### config.mk
export PLATFORM = sky130hd
export DESIGN_NAME = duram_fifo_ctrl
export DESIGN_NICKNAME = d
export VERILOG_FILES = /design/src/rtl/duram_fifo_ctrl.sv
export SDC_FILE = /design/constraint.sdc
export NUM_CORES = 1
export LEC_CHECK = 0
export CAP_MARGIN = 0
export CORE_UTILIZATION = 26
export CTS_CLUSTER_DIAMETER = 100
export DETAILED_ROUTE_END_ITERATION = 16
export GPL_TIMING_DRIVEN = 0
export PLACE_DENSITY = 0.81
export SYNTH_ARGS = -nofsm -noshare
export SYNTH_HDL_FRONTEND = slang
export SYNTH_SLANG_ARGS = --single-unit
### constraint.sdc
create_clock -name clock -period 2.11 [get_ports clock]
set_input_delay 0.422 -clock clock [delete_from_list [all_inputs] [get_ports clock]]
set_output_delay 0.422 -clock clock [all_outputs]
set_load 0.02 [all_outputs]
### src/rtl/duram_fifo_ctrl.sv
// duram_fifo_ctrl: single-clock FIFO controller that owns both ports of one
// duram instance. Port A is the write port and port B is the read port.
// The RAM registers address_b internally and q_b is unregistered, so pop
// data appears one cycle after an accepted pop. rd_data is q_b passed through.
//
// Optional feature macro: DURAM_FIFO_ERR_EN
//   defined   -> sticky overflow (push while full) and underflow
//                (pop while empty) flags, cleared only by reset
//   undefined -> overflow and underflow are tied to 0
//
// Handshake semantics:
//   push: wr_req is the request and ~full is the ready. A push is accepted
//         (wr_ok) in any cycle where both hold. Data is written to the RAM in
//         that same cycle. A push while full is dropped.
//   pop:  rd_req is the request and ~empty is the ready. A pop is accepted
//         (rd_ok) in any cycle where both hold. rd_valid is high exactly one
//         cycle later, with rd_data valid only in that cycle. A pop while
//         empty is dropped.
//   Both flags are computed from pre-edge pointer state. A word pushed in
//   cycle N can be popped no earlier than cycle N+1.
module duram_fifo_ctrl #(
    parameter int DATA_WIDTH = 32,
    parameter int ADDR_WIDTH = 5
) (
    input  logic                  clock,
    input  logic                  reset,
    input  logic                  wr_req,
    input  logic [DATA_WIDTH-1:0] wr_data,
    output logic                  full,
    input  logic                  rd_req,
    output logic [DATA_WIDTH-1:0] rd_data,
    output logic                  rd_valid,
    output logic                  empty,
    output logic [ADDR_WIDTH:0]   usedw,
    output logic                  overflow,
    output logic                  underflow,
    output logic                  ram_wren_a,
    output logic [ADDR_WIDTH-1:0] ram_address_a,
    output logic [DATA_WIDTH-1:0] ram_data_a,
    output logic [ADDR_WIDTH-1:0] ram_address_b,
    input  logic [DATA_WIDTH-1:0] ram_q_b
);

    localparam int PTR_WIDTH = ADDR_WIDTH + 1;

    // Pointers carry one extra wrap bit. This lets full and empty be told
    // apart when the low address bits are equal.
    logic [PTR_WIDTH-1:0] wr_ptr;
    logic [PTR_WIDTH-1:0] rd_ptr;
    logic                 wr_ok;
    logic                 rd_ok;
    logic                 ptr_low_eq;
    logic                 ptr_wrap_eq;

    // Status flags and fill level are derived from the pointers alone.
    assign ptr_low_eq  = (wr_ptr[ADDR_WIDTH-1:0] == rd_ptr[ADDR_WIDTH-1:0]);
    assign ptr_wrap_eq = (wr_ptr[ADDR_WIDTH] == rd_ptr[ADDR_WIDTH]);
    assign empty       = ptr_low_eq & ptr_wrap_eq;
    assign full        = ptr_low_eq & ~ptr_wrap_eq;
    assign usedw       = wr_ptr - rd_ptr;

    // Accepted pushes and pops. Reset blocks the RAM write so that a reset
    // cycle never disturbs RAM contents. A pop in the reset cycle may still
    // move the RAM's internal address register, but reset wins on rd_valid.
    assign wr_ok = wr_req & ~full & ~reset;
    assign rd_ok = rd_req & ~empty;

    // RAM port connections. Read and write addresses only coincide when the
    // FIFO is empty (pop blocked) or full (push blocked). So there is never
    // a same-address read/write in one cycle.
    assign ram_wren_a    = wr_ok;
    assign ram_address_a = wr_ptr[ADDR_WIDTH-1:0];
    assign ram_data_a    = wr_data;
    assign ram_address_b = rd_ptr[ADDR_WIDTH-1:0];

    // q_b already carries the registered-address read, so it passes straight through.
    assign rd_data = ram_q_b;

    // Pointer advance and the one-cycle read-valid pipeline.
    always_ff @(posedge clock) begin
        if (reset) begin
            wr_ptr   <= '0;
            rd_ptr   <= '0;
            rd_valid <= 1'b0;
        end else begin
            if (wr_ok) begin
                wr_ptr <= wr_ptr + PTR_WIDTH'(1);
            end
            if (rd_ok) begin
                rd_ptr <= rd_ptr + PTR_WIDTH'(1);
            end
            rd_valid <= rd_ok;
        end
    end

`ifdef DURAM_FIFO_ERR_EN
    logic overflow_q;
    logic underflow_q;

    // Sticky error flags. Once set, they stay set until reset.
    always_ff @(posedge clock) begin
        if (reset) begin
            overflow_q  <= 1'b0;
            underflow_q <= 1'b0;
        end else begin
            if (wr_req & full) begin
                overflow_q <= 1'b1;
            end
            if (rd_req & empty) begin
                underflow_q <= 1'b1;
            end
        end
    end

    assign overflow  = overflow_q;
    assign underflow = underflow_q;
`else
    assign overflow  = 1'b0;
    assign underflow = 1'b0;
`endif

endmodule

==> results of run 1 <==
## worst paths after layout
check,from,endpoint,slack (ns),depth (start not counted)
max reg2reg,rd_ptr[4],rd_ptr[1],0.14,9
max,wr_ptr[1],usedw[5],-0.07,6
min,wr_ptr[0],wr_ptr[0],0.59,3
min reg2reg,wr_ptr[0],wr_ptr[0],0.59,3
## registers in the layout, summed over array words and instances (netlist names)
| register | cells |
|---|---|
| rd_valid | 1 |
| wr_ptr | 6 |
| rd_ptr | 6 |
## placed cells by master (no fill, tap or decap), types with 2 or more instances in the layout
cell type	n
buf_4	96
nand2_1	7
ha_4	5
inv_1	5
ha_1	2
inv_4	2
dfxtp_1	5
o21ai_0	2
buf_6	3
dfxtp_4	5
o31ai_4	2
mux2i_1	2
clkbuf_8	4
clkdlybuf4s50_1	79
o31ai_1	2
inv_2	2
a31oi_1	5
dfxtp_2	3
nand4_1	3
xnor2_1	10
buf_2	2
nor3_1	2
conb_1	2
nor2_1	15
## report_power, final
group / switching, mW / total, mW / internal (mW)
Sequential: 0.0204 / 0.280 / 0.260
Combinational: 0.413 / 0.894 / 0.480
Clock: 0.0854 / 0.219 / 0.133
Total: 0.519 / 1.39 / 0.873
## metal layers
metal / track usage, % / vias up
li1: - / 731
met1: 14.30 / 658
met2: 22.41 / 86
met3: 3.929 / 8
met4: 4.340 / 0
met5: 0 / -
## tightest hold or removal path: cells and delay by family, from the launching register on
kind,cells,cell delay [ns]
xor gates and xnor gates,1,0.08
buffers and inverters,1,0.08
DFF,1,0.32
and+or+nand+nor,1,0.08
## layout make-up
| cell class | count | share of cell area [%] |
|---|---|---|
| Clock buffer | 4 | 1.650 |
| Buffer | 79 | 21.86 |
| Inverter | 9 | 1.421 |
| Multi-Input combinational cell | 80 | 25.30 |
| Sequential cell | 13 | 10.36 |
| Tap cell | 70 | 3.208 |
| Timing Repair Buffer | 104 | 36.21 |
## stage by stage
stage	power, mW	setup slack (ns)	cells
after global placement	1.058	-0.4611	338
after detailed placement	1.065	-0.4890	338
final	1.392	-0.07290	359
after CTS	1.367	-0.06682	353
after global routing	1.475	-0.1313	359
after floorplan	0.7601	0.07337	181
## cells by family after synthesis
| logic type | count (synthesis) | synth area share (%) |
|---|---|---|
| buf+inv | 88 | 42.49 |
| simple gates | 35 | 11.35 |
| compound gates | 20 | 11.18 |
| xor+xnor | 13 | 8.277 |
| flops | 13 | 17.75 |
| fa+ha+maj | 8 | 7.338 |
| mux | 2 | 1.365 |
| other cells | 1 | 0.2557 |
## repair_timing
item | in CTS | in global routing
hold endpoints to repair | 0 | 0
endpoints found under the setup margin | 9 | 11
buffers inserted | 11 | 7
hold buffers | 0 | 0
gates resized for setup | 57 | 20
pin swaps | 4 | 9
==> flow_metrics.tcl, run 1 <==
set metrics [dict create \
    outcome "finished with violations" \
    drcViolationCount 0 \
    initial_core_util_pct 27.83 \
    fp.dieW_um 77.10 \
    wl_met2_um 2026 \
    cp-end-kind "primary output" \
    antenna_left 0 \
    drtIter0Drc 43 \
    die_area_sq_um 5944 \
    wl_met1_um 1538 \
    h-tree-depth 1 \
    fill_cells 514 \
    peakVddDrop_uv 338.5 \
    port_buffers 87 \
    drv_cap 0 \
    grt_max_degree 11 \
    synth_area_leader_cell "buf_4" \
    setup_ws_ns -0.07290 \
    fin_crit_sh_pct 103.5 \
    rsz0062_at_grt "true" \
    yosysMostFrequentCell "buf_4" \
    routed_wirelength_um 4012 \
    max_stage_delay_ns 0.36 \
    cp_data_required_time_ns 1.69 \
    drv_slew 0 \
    synth_enable_flop_cells 0 \
    core_area_sq_um 5270 \
    crit_fanout 3 \
    synth_top_cell_area_share_pct 39.42 \
    synth-seq-cells 13 \
    path_class "register to primary output" \
    avgSynthCellArea_sq_um 8.147 \
    min_period_ns 2.183 \
    grt_remaining_overflow 0 \
    cts_buffer_depth 2 \
    vias 1483 \
    cts_tree "built" \
    finalSetupViolations 2 \
    avgRoutedWirePerCell_um 11.18 \
    cp_data_arrival_time_ns 1.76 \
    die_h_um 77.10 \
    hpwlAfterDp_um 3014 \
    critPathTopFamily "compound AO/OA/AOI/OAI gates" \
    clock_latency_ns 0.24 \
    via_per_inst 4.131 \
    multiInputGateArea_sq_um 690.7 \
    hold_violations 0 \
    fin_skew_ns 0.004265 \
    cts.clk_slew.worst_paths_ns 0.06 \
    place_congestion 0.7950 \
    syn_area_sq_um 1466 \
    slowest_stage "dfxtp_4" \
    drive_gt1_share_pct 46.02 \
    diodes 0 \
    violations "negative setup slack" \
    synthFlopType "dfxtp_1" \
    fin_nets 366 \
    async_reset_ff_share_pct 0 \
    cp-start-kind "register" \
    fin_util_pct 51.80 \
    hold_path_class "register to register" \
    ys_seq_area_share_pct 17.75 \
    wl_met3_um 375 \
    max_freq_mhz 458.1 \
    root_buffer "clkbuf_8" \
    cp_num_buf_inv 1 \
    grtUsageTotal_pct 12.68 \
    register_area_sq_um 282.8 \
    grt_pass1_wl_um 6175 \
    hold_ws_ns 0.5882 \
    synth_common_cells "buf_4 (77), nor2_1 (15), dfxtp_1 (13)" \
    cp_cell_sequence "ha_4, nor2b_4, o21a_1, o2111a_1, a211o_1, buf_6" \
    placed_cell_area_sq_um 2429 \
    yosys.cell_types.count 37 \
    cts_sinks 13 \
    final_area_sq_um 2730 \
    maxUsedRoutingLayer "met4" \
    syn_inst 180 \
    cellLeakagePower_nw 1.212 \
    pwr_density_cell_nw_per_um2 509.9 \
    cts_buffers 3 \
    yosysWarnings 0 \
    num_io_pins 154 \
    synth_area_leaders "buf_4 (39%), dfxtp_1 (18%), xnor2_1 (6.6%)" \
    drtPass1Iterations 4 \
    grt_pass1_vias 1421 \
    grt_antenna_before_repair 0 \
    tns_ns -0.09591 \
    area_growth_pct 86.18 \
    rows 26 \
]
No activity file was read; power rests on OpenSTA's default activity.
==> run 2: changes to the inputs <==
--- a/config.mk
+++ b/config.mk
@@ -6,6 +6,7 @@
 export NUM_CORES = 1
 export LEC_CHECK = 0
 export CAP_MARGIN = 0
+export CORE_MARGIN = 2
 export CORE_UTILIZATION = 26
 export CTS_CLUSTER_DIAMETER = 100
 export DETAILED_ROUTE_END_ITERATION = 16
==> run 2 against run 1 <==
Effect of this change: the flow still finishes with violations (negative setup slack); count of clock-buffer cells in the layout did not move; non-clock buffer count fell by 2; utilization fell by 2.6 points; first-iteration DRC count rose by 98%; setup slack got worse by 0.022 ns; sequential power barely moved.
==> flow_metrics.tcl, run 2 (synthesis gave the netlist of run 1 again) <==
set metrics [dict create \
    vias 1471 \
    final_cell_mix "buf_4 (93), clkdlybuf4s50_1 (79), nor2_1 (14)" \
    grt_max_degree 11 \
    cts_buffer_depth 2 \
    cp-start-kind "register" \
    hold_path_class "register to register" \
    grt_remaining_overflow 0 \
    drtPass1Iterations 4 \
    finalNonFillerCells 359 \
    cts_tree "built" \
    max_freq_mhz 453.6 \
    place_congestion 0.7987 \
    fin_skew_ns 0.004184 \
    drcViolationCount 0 \
    die_h_um 79.10 \
    peakVddDrop_uv 289.5 \
    fin_crit_sh_pct 104.5 \
    rows 27 \
    min_period_ns 2.205 \
    setup_ws_ns -0.09479 \
    root_buffer "clkbuf_8" \
    layout_commonest_cell "buf_4" \
    violations "negative setup slack" \
    grt_antenna_before_repair 0 \
    cellLeakagePower_nw 1.196 \
    cp_cell_sequence "inv_2, ha_4, nor2b_4, o21a_1, o2111a_1, a211o_1, buf_6" \
    use_met3_pct 2.955 \
    use_met1_pct 13.75 \
    grt_pass1_wl_um 6161 \
    num_io_pins 154 \
    fp.dieW_um 79.10 \
    busiest_layer "met2" \
    clock_latency_ns 0.24 \
    max_slew_margin_pct 54.31 \
    avgRoutedWirePerCell_um 11.18 \
    dp_cells 340 \
    via_per_inst 4.097 \
    fin_nets 364 \
    crit_fanout 3 \
    rsz0062_at_grt "true" \
    pwr_density_cell_nw_per_um2 517.3 \
    path_class "register to primary output" \
    cp_data_required_time_ns 1.69 \
    grtUsageTotal_pct 12.20 \
    tightest_slew_ns 0.6804 \
    top_regs "rd_ptr: 6 flops, wr_ptr: 6 flops, rd_valid: 1 flops" \
    cp_data_arrival_time_ns 1.78 \
    cts.clk_slew.worst_paths_ns 0.05 \
    antenna_left 0 \
    drv_cap 0 \
    drv_slew 0 \
    cts_sinks 13 \
    globalRouteMet2Util_pct 22.03 \
    finalSetupViolations 3 \
    max_stage_delay_ns 0.35 \
    slowest_stage "dfxtp_4" \
    fill_cells 510 \
    routed_wirelength_um 4013 \
    grt_pass1_vias 1437 \
    cts_buffers 3 \
    initial_core_util_pct 26.79 \
    hpwlAfterDp_um 3168 \
    cp-end-kind "primary output" \
    port_buffers 87 \
    area_growth_pct 83.70 \
    fin_util_pct 49.22 \
    die_area_sq_um 6257 \
    core_area_sq_um 5473 \
    drive_gt1_share_pct 45.64 \
    outcome "finished with violations" \
    drtIter0Drc 85 \
    hold_violations 0 \
    diodes 0 \
    h-tree-depth 1 \
]
-- run 2: cell count changes in the layout (fill, tap and decap cells not counted), sizes merged --
| cell | delta |
|---|---|
| buf | -3 |
| clkdlybuf4s15 | -1 |
| clkbuf | +2 |
-- run 2: final timing paths --
kind | startpoint | to | slack [ns] | cells past startpoint
worst min-delay path | rd_ptr[4] | rd_ptr[4] | 0.54 | 2
worst max register to register | rd_ptr[3] | rd_ptr[1] | 0.12 | 9
worst min register to register | rd_ptr[4] | rd_ptr[4] | 0.54 | 2
worst max-delay path | rd_ptr[1] | usedw[5] | -0.09 | 7
-- run 2: cell type report --
class                      count  area [sq um]  area share [%]
multi-input combinational     80         674.4           25.03
buffer                        79         600.6           22.29
clock buffer                   4         45.04           1.672
inverter                       9         33.78           1.254
timing repair buffer         102         967.2           35.90
sequential                    13         282.8           10.50
tap                           72         90.09           3.344
-- run 2: power breakdown --
group          switching [mW]  internal, mW
Clock                  0.0895         0.133
Combinational           0.416         0.475
Sequential             0.0198         0.259
-- run 2: metal layers --
layer	up-vias	wire [um]
li1	723	-
met1	656	1504
met2	86	2093
met3	6	361
met4	0	55
met5	-	0
-- run 2: through the flow --
stage	setup slack, ns	TNS, ns	hold WS, ns	power, mW	area (sq um)
final	-0.09479	-0.1808	0.5367	1.394	2694
after global routing	-0.1693	-0.4944	0.5662	1.477	2694
after CTS	-0.1062	-0.1846	0.5432	1.343	2624
after detailed placement	-0.5064	-2.602	0.5676	1.070	2431
after global placement	-0.4843	-2.549	0.5482	1.061	2431
after floorplan	0.07337	0	0.4911	0.7601	1470
-- run 2: timing repair --
item,in CTS,in global routing
buffers inserted,10,5
pin swaps,8,10
gates resized for setup,56,17
endpoints found under the hold margin,0,0
endpoints found under the setup margin,9,10
hold buffers,0,0
-- run 2: critical path, delay by kind of cell (launching register included) --
| family | cells | cell delay, ns |
|---|---|---|
| compound gates | 3 | 0.68 |
| fa+ha+maj | 1 | 0.21 |
| buf+inv | 2 | 0.18 |
| flops | 1 | 0.35 |
| simple gates | 1 | 0.12 |
==> run 3: changes to the inputs <==
--- a/config.mk
+++ b/config.mk
@@ -8,10 +8,11 @@
 export CAP_MARGIN = 0
 export CORE_MARGIN = 2
 export CORE_UTILIZATION = 26
-export CTS_CLUSTER_DIAMETER = 100
+export CTS_CLUSTER_DIAMETER = 150
 export DETAILED_ROUTE_END_ITERATION = 16
 export GPL_TIMING_DRIVEN = 0
 export PLACE_DENSITY = 0.81
 export SYNTH_ARGS = -nofsm -noshare
 export SYNTH_HDL_FRONTEND = slang
 export SYNTH_SLANG_ARGS = --single-unit
+export TNS_END_PERCENT = 20
==> run 3 against run 2 <==
Effect of this change: the flow still finishes with violations (negative setup slack); first-iteration DRC count fell by 34%; via count increased by 1.0%; critical path depth unchanged; fmax fell by 1.5%; non-clock buffer count decreased by 1; count of clock-buffer cells in the layout is the same; register-to-register slack worse by 0.04 ns; critical endpoint is now usedw[4]; largest power group unchanged; highest routed layer unchanged.
==> flow_metrics.tcl, run 3 (synthesis gave the netlist of run 1 again) <==
set metrics [dict create \
    outcome "finished with violations" \
    violations "negative setup slack" \
    cts_sinks 13 \
    grt_max_degree 11 \
    diodes 0 \
    clock_latency_ns 0.25 \
    cp_data_required_time_ns 1.69 \
    grt_antenna_before_repair 0 \
    hold_start "rd_ptr[4]" \
    cts.clk_slew.worst_paths_ns 0.06 \
    regToRegStartpoint "wr_ptr[3]" \
    drcViolationCount 0 \
    hold_violations 0 \
    drv_cap 0 \
    die_area_sq_um 6257 \
    fin_nets 363 \
    vias 1486 \
    final_area_sq_um 2694 \
    power_mw 1.418 \
    path_class "register to primary output" \
    hpwlAfterDp_um 3168 \
    via_per_inst 4.151 \
    cts_buffers 3 \
    die_h_um 79.10 \
    rsz0062_at_grt "true" \
    peakVddDrop_uv 292.6 \
    top_regs "rd_ptr: 6 flops, wr_ptr: 6 flops, rd_valid: 1 flops" \
    critPathLaunch "wr_ptr[0]" \
    area_growth_pct 83.70 \
    cts_buffer_depth 2 \
    fp.dieW_um 79.10 \
    hold_path_class "register to register" \
    place_congestion 0.7987 \
    root_buffer "clkbuf_8" \
    dp_slack_ns -0.5064 \
    port_buffers 87 \
    pwr-share-comb_pct 64.3 \
    placed_cell_area_sq_um 2431 \
    grt_pass1_wl_um 6016 \
    h-tree-depth 1 \
    p_switching_mw 0.5375 \
    drive_gt1_share_pct 45.45 \
    grtUsageTotal_pct 11.93 \
    grt_pass1_vias 1413 \
    min_period_ns 2.239 \
    antenna_left 0 \
    initial_core_util_pct 26.79 \
    p_int_mw 0.8802 \
    tightest_slew_ns 0.6769 \
    fin_crit_sh_pct 106.1 \
    fill_cells 511 \
    swShare_pct 37.91 \
    max_freq_mhz 446.7 \
    fin_util_pct 49.22 \
    max_slew_margin_pct 54.55 \
    holdBufCountCts 0 \
    cp-start-kind "register" \
    routed_wirelength_um 4065 \
    drtPass1Iterations 4 \
    finalSetupViolations 2 \
    cp_data_arrival_time_ns 1.82 \
    final_cell_mix "buf_4 (93), clkdlybuf4s50_1 (79), nor2_1 (14)" \
    num_io_pins 154 \
    fin_skew_ns 0.007249 \
    rows 27 \
    drv_slew 0 \
    cp-end-kind "primary output" \
    setup_ws_ns -0.1289 \
    layout_commonest_cell "buf_4" \
    p_clk_share_pct 16.1 \
    core_area_sq_um 5473 \
    crit_fanout 2 \
    cellLeakagePower_nw 1.190 \
    pwr-share-seq_pct 19.6 \
    grt_remaining_overflow 0 \
    avgRoutedWirePerCell_um 11.35 \
    pwr_density_cell_nw_per_um2 526.3 \
    cts_tree "built" \
    drtIter0Drc 56 \
]
-- run 3: metrics by stage --
stage,cells,setup TNS [ns],hold slack [ns]
6_report,358,-0.2243,0.5372
5_1_grt,358,-0.6479,0.5662
4_1_cts,353,-0.2525,0.5432
3_5_place_dp,340,-2.602,0.5676
3_3_place_gp,340,-2.549,0.5482
2_1_floorplan,181,0,0.4911
-- run 3: repair_timing --
item	CTS	global route
setup buffers	9	5
cloned	0	0
pin swaps	5	9
endpoints found under the setup margin	9	11
gates resized for setup	54	17
-- run 3: worst max-delay path, stage by stage (launching register included) --
cell	delay, ns
dfxtp_2	0.34
inv_2	0.06
ha_4	0.16
fa_2	0.39
o21bai_1	0.19
a21oi_2	0.09
xnor2_1	0.16
buf_4	0.17
-- run 3: final timing paths --
| path | slack, ns | to | depth (start not counted) |
|---|---|---|---|
| worst max-delay path | -0.13 | usedw[4] | 7 |
| worst min register to register | 0.54 | rd_ptr[4] | 2 |
| worst min-delay path | 0.54 | rd_ptr[4] | 2 |
| worst max register to register | 0.08 | rd_ptr[1] | 8 |
-- run 3: area by class of cell --
class,count,area [sq um],share of cell area (%)
Timing Repair Buffer,101,962.2,35.72
Multi-Input combinational cell,80,679.4,25.22
Buffer,79,599.3,22.25
Sequential cell,13,284.0,10.54
Tap cell,72,90.09,3.344
Clock buffer,4,45.04,1.672
Inverter,9,33.78,1.254
-- run 3: power by group through the flow --
stage / Combinational (mW) / Sequential [mW] / Clock (mW)
CTS: 0.845 / 0.277 / 0.223
global placement: 0.775 / 0.287 / 0
floorplan: 0.476 / 0.284 / 0
detailed placement: 0.783 / 0.286 / 0
finish: 0.912 / 0.278 / 0.228
global route: 0.975 / 0.280 / 0.246
-- run 3: per-layer routing --
metal,vias to the layer above,global-route usage [%],routed length [um]
li1,721,-,-
met1,675,13.25,1534
met2,85,21.95,2135
met3,5,2.727,347
met4,0,4.483,48
met5,-,0,0
